<file path="config.mk">
export PLATFORM = sky130hd
export DESIGN_NAME = imem_dmem_arbiter
export DESIGN_NICKNAME = d
export VERILOG_FILES = /design/src/rtl/imem_dmem_arbiter.sv
export SDC_FILE = /design/constraint.sdc
export NUM_CORES = 1
export LEC_CHECK = 0
export ABC_CLOCK_PERIOD_IN_PS = 3600
export BUFFER_PORTS_ARGS = -buffer_cell sky130_fd_sc_hd__buf_2
export CORE_MARGIN = 5
export CORE_UTILIZATION = 41
export DETAILED_ROUTE_END_ITERATION = 10
export PLACE_DENSITY = 0.76
export SETUP_SLACK_MARGIN = 0.02
export SYNTH_ARGS = -nofsm -noshare
export SYNTH_HDL_FRONTEND = slang
export SYNTH_SLANG_ARGS = --single-unit
export TNS_END_PERCENT = 20
</file>
<file path="constraint.sdc">
create_clock -name clk -period 3.6 [get_ports clk]
set_input_delay 0.18 -clock clk [delete_from_list [all_inputs] [get_ports clk]]
set_output_delay 0.18 -clock clk [all_outputs]
set_load 0.05 [all_outputs]
</file>
<file path="src/rtl/imem_dmem_arbiter.sv">
// Arbiter sharing one single-port unified memory between the fetch port and
// the load/store port. One transaction is in flight at a time. Data normally
// wins, but an instruction request that has waited through STARVE_MAX
// consecutive data grants takes the next grant.
module imem_dmem_arbiter #(
  parameter int unsigned ADDR_W     = 32,
  parameter int unsigned DATA_W     = 32,
  parameter int unsigned STARVE_MAX = 4
) (
  input  logic              clk,
  input  logic              rst,
  // instruction-fetch port
  input  logic              inst_req,
  input  logic [ADDR_W-1:0] inst_addr,
  output logic [DATA_W-1:0] inst_rdata,
  output logic              inst_valid,
  output logic              inst_stall,
  // load/store port
  input  logic              data_req,
  input  logic              data_we,
  input  logic [ADDR_W-1:0] data_addr,
  input  logic [DATA_W-1:0] data_wdata,
  output logic [DATA_W-1:0] data_rdata,
  output logic              data_valid,
  output logic              data_stall,
  // memory side
  output logic              mem_req,
  output logic              mem_we,
  output logic [ADDR_W-1:0] mem_addr,
  output logic [DATA_W-1:0] mem_wdata,
  input  logic              mem_ack,
  input  logic [DATA_W-1:0] mem_rdata
);

  localparam int unsigned CNT_W = $clog2(STARVE_MAX + 1);
  localparam logic [CNT_W-1:0] STARVE_LIM = CNT_W'(STARVE_MAX);

  typedef enum logic [1:0] {
    IDLE    = 2'd0,
    SERVE_I = 2'd1,
    SERVE_D = 2'd2
  } state_t;

  state_t            r_state;
  logic              r_mem_req;
  logic              r_mem_we;
  logic [ADDR_W-1:0] r_mem_addr;
  logic [DATA_W-1:0] r_mem_wdata;
  logic [DATA_W-1:0] r_inst_rdata;
  logic [DATA_W-1:0] r_data_rdata;
  logic              r_inst_valid;
  logic              r_data_valid;
  logic [CNT_W-1:0]  r_starve_cnt;

  state_t            w_state_nxt;
  logic              w_mem_req_nxt;
  logic              w_mem_we_nxt;
  logic [ADDR_W-1:0] w_mem_addr_nxt;
  logic [DATA_W-1:0] w_mem_wdata_nxt;
  logic [DATA_W-1:0] w_inst_rdata_nxt;
  logic [DATA_W-1:0] w_data_rdata_nxt;
  logic              w_inst_valid_nxt;
  logic              w_data_valid_nxt;
  logic [CNT_W-1:0]  w_starve_cnt_nxt;
  logic              w_grant_d;
  logic              w_grant_i;

  // Grant decision: data first unless the fetch port has been starved.
  always_comb begin
    w_grant_d = data_req && (!inst_req || (r_starve_cnt < STARVE_LIM));
    w_grant_i = !w_grant_d && inst_req;
  end

  // Next-state and next-output logic; mem_* hold while a transaction is open.
  always_comb begin
    w_state_nxt      = r_state;
    w_mem_req_nxt    = r_mem_req;
    w_mem_we_nxt     = r_mem_we;
    w_mem_addr_nxt   = r_mem_addr;
    w_mem_wdata_nxt  = r_mem_wdata;
    w_inst_rdata_nxt = r_inst_rdata;
    w_data_rdata_nxt = r_data_rdata;
    w_inst_valid_nxt = 1'b0;
    w_data_valid_nxt = 1'b0;
    w_starve_cnt_nxt = r_starve_cnt;

    unique case (r_state)
      IDLE: begin
        if (w_grant_d) begin
          w_state_nxt     = SERVE_D;
          w_mem_req_nxt   = 1'b1;
          w_mem_we_nxt    = data_we;
          w_mem_addr_nxt  = data_addr;
          w_mem_wdata_nxt = data_wdata;
          if (inst_req) begin
            if (r_starve_cnt < STARVE_LIM) begin
              w_starve_cnt_nxt = r_starve_cnt + CNT_W'(1);
            end
          end else begin
            w_starve_cnt_nxt = '0;
          end
        end else if (w_grant_i) begin
          w_state_nxt      = SERVE_I;
          w_mem_req_nxt    = 1'b1;
          w_mem_we_nxt     = 1'b0;
          w_mem_addr_nxt   = inst_addr;
          w_mem_wdata_nxt  = '0;
          w_starve_cnt_nxt = '0;
        end
      end

      SERVE_I: begin
        if (mem_ack) begin
          w_state_nxt      = IDLE;
          w_mem_req_nxt    = 1'b0;
          w_inst_valid_nxt = 1'b1;
          w_inst_rdata_nxt = mem_rdata;
        end
      end

      SERVE_D: begin
        if (mem_ack) begin
          w_state_nxt      = IDLE;
          w_mem_req_nxt    = 1'b0;
          w_data_valid_nxt = 1'b1;
          if (!r_mem_we) begin
            w_data_rdata_nxt = mem_rdata;
          end
        end
      end

      default: begin
        w_state_nxt   = IDLE;
        w_mem_req_nxt = 1'b0;
      end
    endcase
  end

  // State and registered outputs; reset abandons any open transaction.
  always_ff @(posedge clk or posedge rst) begin
    if (rst) begin
      r_state      <= IDLE;
      r_mem_req    <= 1'b0;
      r_mem_we     <= 1'b0;
      r_mem_addr   <= '0;
      r_mem_wdata  <= '0;
      r_inst_rdata <= '0;
      r_data_rdata <= '0;
      r_inst_valid <= 1'b0;
      r_data_valid <= 1'b0;
      r_starve_cnt <= '0;
    end else begin
      r_state      <= w_state_nxt;
      r_mem_req    <= w_mem_req_nxt;
      r_mem_we     <= w_mem_we_nxt;
      r_mem_addr   <= w_mem_addr_nxt;
      r_mem_wdata  <= w_mem_wdata_nxt;
      r_inst_rdata <= w_inst_rdata_nxt;
      r_data_rdata <= w_data_rdata_nxt;
      r_inst_valid <= w_inst_valid_nxt;
      r_data_valid <= w_data_valid_nxt;
      r_starve_cnt <= w_starve_cnt_nxt;
    end
  end

  assign mem_req    = r_mem_req;
  assign mem_we     = r_mem_we;
  assign mem_addr   = r_mem_addr;
  assign mem_wdata  = r_mem_wdata;
  assign inst_rdata = r_inst_rdata;
  assign data_rdata = r_data_rdata;
  assign inst_valid = r_inst_valid;
  assign data_valid = r_data_valid;

  // Stalls release in the same cycle the completion pulse is seen.
  assign inst_stall = inst_req & ~r_inst_valid;
  assign data_stall = data_req & ~r_data_valid;

endmodule

</file>
* Yosys cells after proc, flatten, opt, wreduce, memory -nomap -nowiden
Index checks and enable logic that the tools add are counted.
** Operators by class
- Muxes and demuxes :: 21
- Bitwise gates (word level) :: 5
- $lt $le $gt $ge :: 1
- Add/subtract/negate cells :: 1
- Reductions and logical operators :: 13
- Eq/ne operators :: 5
** Operators by type and width (number)
- $mux W32 :: 4
- $mux W3 :: 4
- $mux W1 :: 8
- $mux W2 :: 3
- $reduce_and A2 Y1 :: 3
- $reduce_and A3 Y1 :: 2
- $pmux W2 S2 :: 1
- $add A3 B1 Y3 const B :: 1
- $lt A3 B3 Y1 const B :: 1
- $ne A3 B2 Y1 const B :: 1
- $ne A3 B3 Y1 const B :: 1
- $not A1 Y1 :: 3
- $and A1 B1 Y1 :: 2
- $eq A2 B1 Y1 const B :: 1
- $eq A2 B2 Y1 const B :: 1
- $logic_and A1 B1 Y1 :: 2
- $logic_not A1 Y1 :: 2
- $logic_not A2 Y1 :: 1
- $ne A2 B1 Y1 const B :: 1
- $pmux W1 S2 :: 1
- $reduce_bool A2 Y1 :: 1
- $reduce_or A2 Y1 :: 1
- $logic_or A1 B1 Y1 :: 1
** Storage, ports and cells
- Output and inout bits :: 134
- Flip-flop bits (word level) :: 137

* Longest topological paths before layout
Gate-level depths: netlist (run 1).
- Depth after elaboration :: 8
- Mapped depth :: 7

* Worst setup path before layout (run 1)
No wires, ideal clock.
- Kind :: reg2reg
- From :: register r_mem_we (netlist: mem_we)
- To :: register r_data_rdata[0] (netlist: data_rdata[0])
- Arrival time :: 1.505 ns
- Clock period less this slack :: 1.630 ns
- Path buffers :: 2
- Setup time :: 0.125 ns
- Path slack :: 1.970 ns
- Cell stages (with the launch flop) :: 5
- Cells stage by stage :: dfrtp_1 -> nand2b_1 -> clkbuf_1 -> buf_2 -> mux2_2
** On the way
- Cells in the longest elaborated chain, start to end :: 2
** RTL lines
- start: declaration :: line 46 : logic r_mem_we;
- start signal: assignment :: line 155 : r_mem_we <= w_mem_we_nxt;
- $not A1 Y1 (no source line)
- $reduce_and A3 Y1 (no source line)
- end signal: assignment :: line 159 : r_data_rdata <= w_data_rdata_nxt;
- end: declaration :: line 50 : logic [DATA_W-1:0] r_data_rdata;
No other way between the ends.
A chain may end at the register's enable or synchronous reset.

* Worst setup path after layout (run 1)
- From :: register r_state[0]
- To :: register r_mem_wdata[0] (netlist: mem_wdata[0])
** On the way
- Cells in the longest elaborated chain, start to end :: 2
** RTL lines
- start: declaration :: line 44 : state_t r_state;
- start signal: assignment :: line 153 : r_state <= w_state_nxt;
- $logic_not A2 Y1 :: line 87 : unique case (r_state)
- $reduce_and A2 Y1 (no source line)
- end signal: assignment :: line 157 : r_mem_wdata <= w_mem_wdata_nxt;
- end: declaration :: line 48 : logic [DATA_W-1:0] r_mem_wdata;
No other way between the ends.

==> results of run 1 <==
[flip-flops by register name, summed over array words and instances, names as in the netlist]
register / cells
data_rdata: 32
data_valid: 1
inst_rdata: 32
inst_valid: 1
mem_addr: 32
mem_req: 1
mem_wdata: 32
mem_we: 1
r_starve_cnt: 3
r_state: 2
[layer usage]
metal,GRT usage,vias to the layer above,routed length (um)
li1,-,2116,-
met1,0.227,2262,5990
met2,0.341,205,8080
met3,0.0575,26,992
met4,0.0729,0,329
met5,0,-,0
[per-stage QoR]
step                 util  hold slack (ns)  cells  worst slack, ns
finish              0.625           0.0165    924             1.40
global route        0.625         0.000390    924             1.25
CTS                 0.623         0.000256    921             1.38
detailed placement  0.538            0.224    845             1.40
global placement    0.538            0.218    845             1.52
floorplan               -            0.309    428             1.71
[how the worst min path moves through the flow]
stage	endpoint	slack, ns	depth (start not counted)
after detailed placement	data_rdata[25]	0.22	2
final	inst_rdata[10]	0.02	2
after global routing	data_rdata[9]	0.0004	2
after CTS	mem_addr[15]	0.0003	3
after global placement	data_rdata[25]	0.22	2
after floorplan	mem_addr[28]	0.31	2
[repair_timing]
item,4_1_cts,5_1_grt
gates resized for setup,0,0
endpoints found under the setup margin,0,0
hold buffers,46,2
endpoints found under the hold margin,64,2
setup buffers,0,0
[worst reg2reg max path, cell delays in order, from the launching register on]
cell     delay (ns)
dfrtp_1        0.40
inv_1          0.10
ha_1           0.31
and2_1         1.03
a22o_1         0.29
[logic make-up after synthesis]
family | synth area share
compound gates | 0.129
fa+ha+maj | 0.00929
buf+inv | 0.0300
flops | 0.636
mux | 0.134
simple gates | 0.0615
[synthesized netlist by cell type]
cell type and n:
nor2b_1 5, nand2_1 36, a2bb2oi_1 1, o21a_1 1, a21boi_2 1, a22o_1 33, a32o_1 1, a21bo_2 1
nor2_1 34, a211oi_1 1, o21ai_1 1, mux2_2 63, a21oi_1 66, inv_1 5, clkbuf_1 11, buf_6 1
dfrtp_1 137, buf_4 4, and2_1 2, buf_2 12, o31ai_1 1, o21ai_0 2, ha_1 4, mux2_1 1
nand2b_1 3, nand4_1 1
[final cells by class]
cell class | instances | area, um^2
Antenna cell | 1 | 2.50
Clock buffer | 18 | 439
Clock inverter | 12 | 189
Fill cell | 1002 | 4790
Inverter | 5 | 22.5
Multi-Input combinational cell | 258 | 1810
Sequential cell | 137 | 3430
Tap cell | 172 | 215
Timing Repair Buffer | 321 | 1870
[report_power, final]
group / internal, mW / total (mW) / leakage [nW] / switching [mW]
Sequential: 2.29 / 2.68 / 1.65 / 0.393
Clock: 1.18 / 1.84 / 0.304 / 0.653
Combinational: 1.28 / 4.94 / 2.07 / 3.66
Total: 4.75 / 9.46 / 4.02 / 4.71
==> metrics.txt, run 1 <==
status=finished clean; num ports=between 200 and 300; highest clock rate=455 MHz; Total GRT Usage=0.195; Worst Path Arrival=2.53 ns; Root Driver=clkbuf_16; Nets=878; Period minus WS final=~2.2 ns; number of global-route vias before repair=roughly 4.8k; most frequent cells in the layout=buf_2, dfrtp_1, a21oi_1; post-route design area=~8000 um^2; CP max FO=35; CP delay by family, top=simple AND/OR/NAND/NOR gates; First-pass DRT Iterations=6; CTS tree=yes; Hold WC Path Type=in -> reg; syn nets=about 570; CP startpoint=r_state[0]; drt drc=0; Inserted Clock Buffers=17; Worst setup EP type=register; RSZ-0062 raised after global routing=no; Synth Instances=428; Placeable Area=12800 um^2; worst-case reg-to-reg path depth=4; most common cell after layout, fill and taps aside=buf_2; CP max stage delay=around 1 ns; Pwr Density=between 1000 and 1500 nW/um^2; #FFs+latches synth=137; Clock Latency Late Sink=0.41 ns; row count=between 40 and 50; Syn Area/Cell=around 13 um^2; initial antenna violation count=1; first-pass GRT wire length=24.7 mm; die area=between 15000 and 20000 um^2; Worst setup endpoint=mem_wdata[0]; Worst R2R Start=r_state[0]; CTS clk-pin slew, worst paths=0.06 ns; post-route clock period utilization=0.611; Max-cap violations=0; Initial DRC Count=226; Worst Hold Launch=mem_rdata[10]; share of cells above drive strength 1=0.493; I/O Buffers=267; Reg2Reg Capture Point=mem_wdata[0]; Slew @ Worst Pin=1.28 ns; H-tree depth=4; via count=4609; Fin Setup TNS=0 ns; Initial Util=0.422; critical path depth in cells=4; final WL=15.4 mm; sequential cell area fraction in the yosys report=0.636; Final GP Congestion=0.815; Clock Skew=0.0106 ns; Yosys top cell area share=0.636; kind of critical path=reg -> reg; post-synth cell types=26; worst path bufs/invs=1; die extent in y=between 100 and 150 um; mapped cell area=~5400 um^2; Yosys warnings=0; peak supply drop=0.000718 V; top cells by area, synth=dfrtp_1, mux2_2, a21oi_1; total congestion overflow=0; DR vias/cell=between 4 and 5; Post-DP HPWL=10.9 mm; Slew headroom=0.149; Max Buffers Root-to-Sink=2; R2R setup slack=1.40 ns; routed len/inst=16.7 um; Startpoint Class=register; synthesis-to-finish area growth=48.1%; endpoints failing setup=0; DRT antenna net count=0; Req. time, crit path=3.93 ns; Worst path slowest cell=and2_1; placed inst area=6870 um^2; Max Transition Viols Final=0; overall power=around 9.5 mW; Die W=125 um; largest area contributor in the netlist=dfrtp_1; pin count of the biggest net entering global routing=slightly above 70; Hold Vio Cnt, Final=0; leakage power=4.02 nW; CTS sink cnt=about 140; cells along the critical path=inv_1 > ha_1 > and2_1 > a22o_1
No activity file was read; power rests on OpenSTA's default activity.
==> run 2, diff against run 1 <==
ABC_AREA = 1   (was not set)
ABC_CLOCK_PERIOD_IN_PS = 2100   (was 3600)
CORE_UTILIZATION = 47   (was 41)
PLACE_DENSITY = 0.81   (was 0.76)
clock period = 2.1 ns   (was 3.6 ns; I/O delays follow)
==> run 2 against run 1 <==
Cell count increased by 29%. Sequential share of layout area decreased by 3.8 points. Clock power increased by 64%. Count of clock-buffer cells in the layout increased by 3. Critical path depth increased by 2. Highest routed layer unchanged.
==> metrics.txt, run 2 <==
status=finished clean (unchanged); highest clock rate=531 MHz (was 455 MHz); peak supply drop=0.00116 V (was 0.000718 V); most frequent cells after synthesis=nand2_1, dfrtp_1, o21ai_0 (was dfrtp_1, a21oi_1, mux2_2); total congestion overflow=0 (unchanged); CP max FO=64 (was 35); Clock Latency Late Sink=0.42 ns (was 0.41 ns); GR Util met3=0.0787 (was 0.0575); first-pass GRT wire length=29.1 mm (was 24.7 mm); num ports=268 (unchanged); DR vias/cell=4.89 (was 4.99); synthesis-to-finish area growth=53.8% (was 48.1%); worst path bufs/invs=1 (unchanged); final WL=18.4 mm (was 15.4 mm); most common cell after layout, fill and taps aside=nand2_1 (was buf_2); global route hottest layer=met2 (unchanged); initial antenna violation count=1 (unchanged); drt drc=0 (unchanged); Die W=120 um (was 125 um); Total GRT Usage=0.258 (was 0.195); Final GP Congestion=0.882 (was 0.815); via count=5824 (was 4609); pin count of the biggest net entering global routing=77 (was 72); routed len/inst=15.5 um (was 16.7 um); Period minus WS final=1.88 ns (was 2.20 ns); final worst setup slack=0.216 ns (was 1.40 ns); Syn Area/Cell=8.45 um^2 (was 12.6 um^2); kind of critical path=reg -> reg (unchanged); CP max stage delay=0.77 ns (was 1.02 ns); async set-reset flop share out of synthesis=1.00 (unchanged); endpoints failing setup=0 (unchanged); Slew headroom=0.333 (was 0.149); Clock Skew=0.00895 ns (was 0.0106 ns); Max Transition Viols Final=0 (unchanged); CTS sink cnt=137 (unchanged); Post-DP HPWL=11.2 mm (was 10.9 mm); Non-Filler Instances=1190 (was 924); Post-synth EDFFs=0 (unchanged); Worst path slowest cell=or2_2 (was and2_1); DRT antenna net count=0 (unchanged); met1 Track Usage GR=0.285 (was 0.227); sequential cell area fraction in the yosys report=0.603 (was 0.636); Req. time, crit path=2.42 ns (was 3.93 ns); largest area contributor in the netlist=dfrtp_1 (unchanged); Max-cap violations=0 (unchanged); post_cts resized=0 (unchanged); Layout fillers=838 (was 1002); Yosys warnings=0 (unchanged); row count=40 (was 41); Inserted Clock Buffers=17 (unchanged); Startpoint Class=register (unchanged); Worst setup EP type=register (unchanged); CP delay by family, top=simple AND/OR/NAND/NOR gates (unchanged); H-tree depth=4 (unchanged); Nets=1169 (was 878); Slew @ Worst Pin=1.00 ns (was 1.28 ns); Yosys top cell area share=0.603 (was 0.636); syn nets=811 (was 566); Root Driver=clkbuf_16 (unchanged); most frequent cells in the layout=nand2_1, buf_2, dfrtp_1 (was buf_2, dfrtp_1, a21oi_1); pre-CTS worst setup slack=0.229 ns (was 1.40 ns); post-route clock period utilization=0.897 (was 0.611); M2 GR Usage=0.423 (was 0.341); mapped cell area=5690 um^2 (was 5390 um^2); hold_ws=0.0108 ns (was 0.0165 ns); Initial DRC Count=477 (was 226); Hold Vio Cnt, Final=0 (unchanged); CTS Hold Bufs=100 (was 46); CTS tree=yes (unchanged); Setup Buffers After CTS=0 (unchanged); final core utilization=0.731 (was 0.625); most common cell in the synthesized netlist=nand2_1 (was dfrtp_1); DP Cell Count=1059 (was 845); cells along the critical path=inv_1 > ha_1 > nand2_1 > or2_2 > nand2_1 > o21ai_0 (was inv_1 > ha_1 > and2_1 > a22o_1); Max Buffers Root-to-Sink=2 (unchanged); RSZ-0062 raised after global routing=no (unchanged); Hold WC Path Type=in -> reg (unchanged); Pwr Density=1790 nW/um^2 (was 1180 nW/um^2); Fin Setup TNS=0 ns (unchanged); leakage power=5.05 nW (was 4.02 nW); die area=14400 um^2 (was 15500 um^2); most used cell along the critical path=nand2_1; #FFs+latches synth=137 (unchanged); Placeable Area=12000 um^2 (was 12800 um^2); post-synth cell types=19 (was 26); die extent in y=120 um (was 125 um); top cells by area, synth=dfrtp_1, nand2_1, o21ai_0 (was dfrtp_1, mux2_2, a21oi_1); Synth Instances=673 (was 428); First-pass DRT Iterations=5 (was 6); number of global-route vias before repair=5849 (was 4843); Worst Path Arrival=2.20 ns (was 2.53 ns); I/O Buffers=267 (unchanged); share of cells above drive strength 1=0.298 (was 0.493); CTS clk-pin slew, worst paths=0.06 ns (about the same); Initial Util=0.476 (was 0.422); ys flop type=dfrtp_1 (unchanged)
## run 2: worst paths after layout
path	from	end	slack (ns)	cells after the start
worst max-delay path	r_state[0]	data_rdata[25]	0.22	6
worst max register to register	r_state[0]	data_rdata[25]	0.22	6
worst min-delay path	data_addr[24]	mem_addr[24]	0.01	5
min in group asynchronous	rst	mem_wdata[28]	0.38	4
max in group asynchronous	rst	mem_wdata[17]	1.38	4
worst min register to register	mem_wdata[7]	mem_wdata[7]	0.47	2
## run 2: area by class of cell
| type | count | area [um^2] | area share |
|---|---|---|---|
| inverters | 41 | 158 | 0.0180 |
| clock buffers | 21 | 440 | 0.0503 |
| flip-flops and latches | 137 | 3430 | 0.392 |
| repair buffers | 377 | 2470 | 0.283 |
| diodes | 1 | 2.50 | 0.000286 |
| multi-input cells | 457 | 1910 | 0.219 |
| clock inverters | 9 | 150 | 0.0172 |
| well taps | 147 | 184 | 0.0210 |
## run 2: tightest hold or removal path, delay by kind of cell
| kind | cells | cell delay [ns] |
|---|---|---|
| buffers and inverters | 1 | 0.08 |
| AND/OR/NAND/NOR | 4 | 0.20 |
## run 2: per-layer routing
| layer | part of all wire | routed length [um] | up-vias |
|---|---|---|---|
| met3 | 0.073 | 1340 | 108 |
| met4 | 0.067 | 1230 | 0 |
| met1 | 0.37 | 6730 | 2622 |
| met2 | 0.50 | 9140 | 301 |
| met5 | 0 | 0 | - |
| li1 | - | - | 2793 |
## run 2: where the power goes
| part | switching (mW) | internal, mW | leakage (nW) | total (mW) |
|---|---|---|---|---|
| Clock | 1.05 | 1.96 | 0.283 | 3.02 |
| Combinational | 6.31 | 1.76 | 3.04 | 8.07 |
| Sequential | 0.683 | 3.87 | 1.73 | 4.55 |
## run 2: per-stage QoR
stage                     instance area (um^2)  power [mW]
after global placement                    7160        12.3
after global routing                      8750        16.4
after detailed placement                  7160        12.4
final                                     8750        15.6
after floorplan                           5690        10.4
after CTS                                 8750        15.6
## run 2: kinds of logic (layout without fill, tap and decap cells)
family                     after synthesis  count (layout)  synth area share
AOI/OAI and AO/OA                       66              66            0.0600
DFF                                    137             137             0.603
and+or+nand+nor                        387             387             0.267
buffers and inverters                   79             448            0.0618
adders and majority gates                4               4           0.00880
other                                    0               1                 0
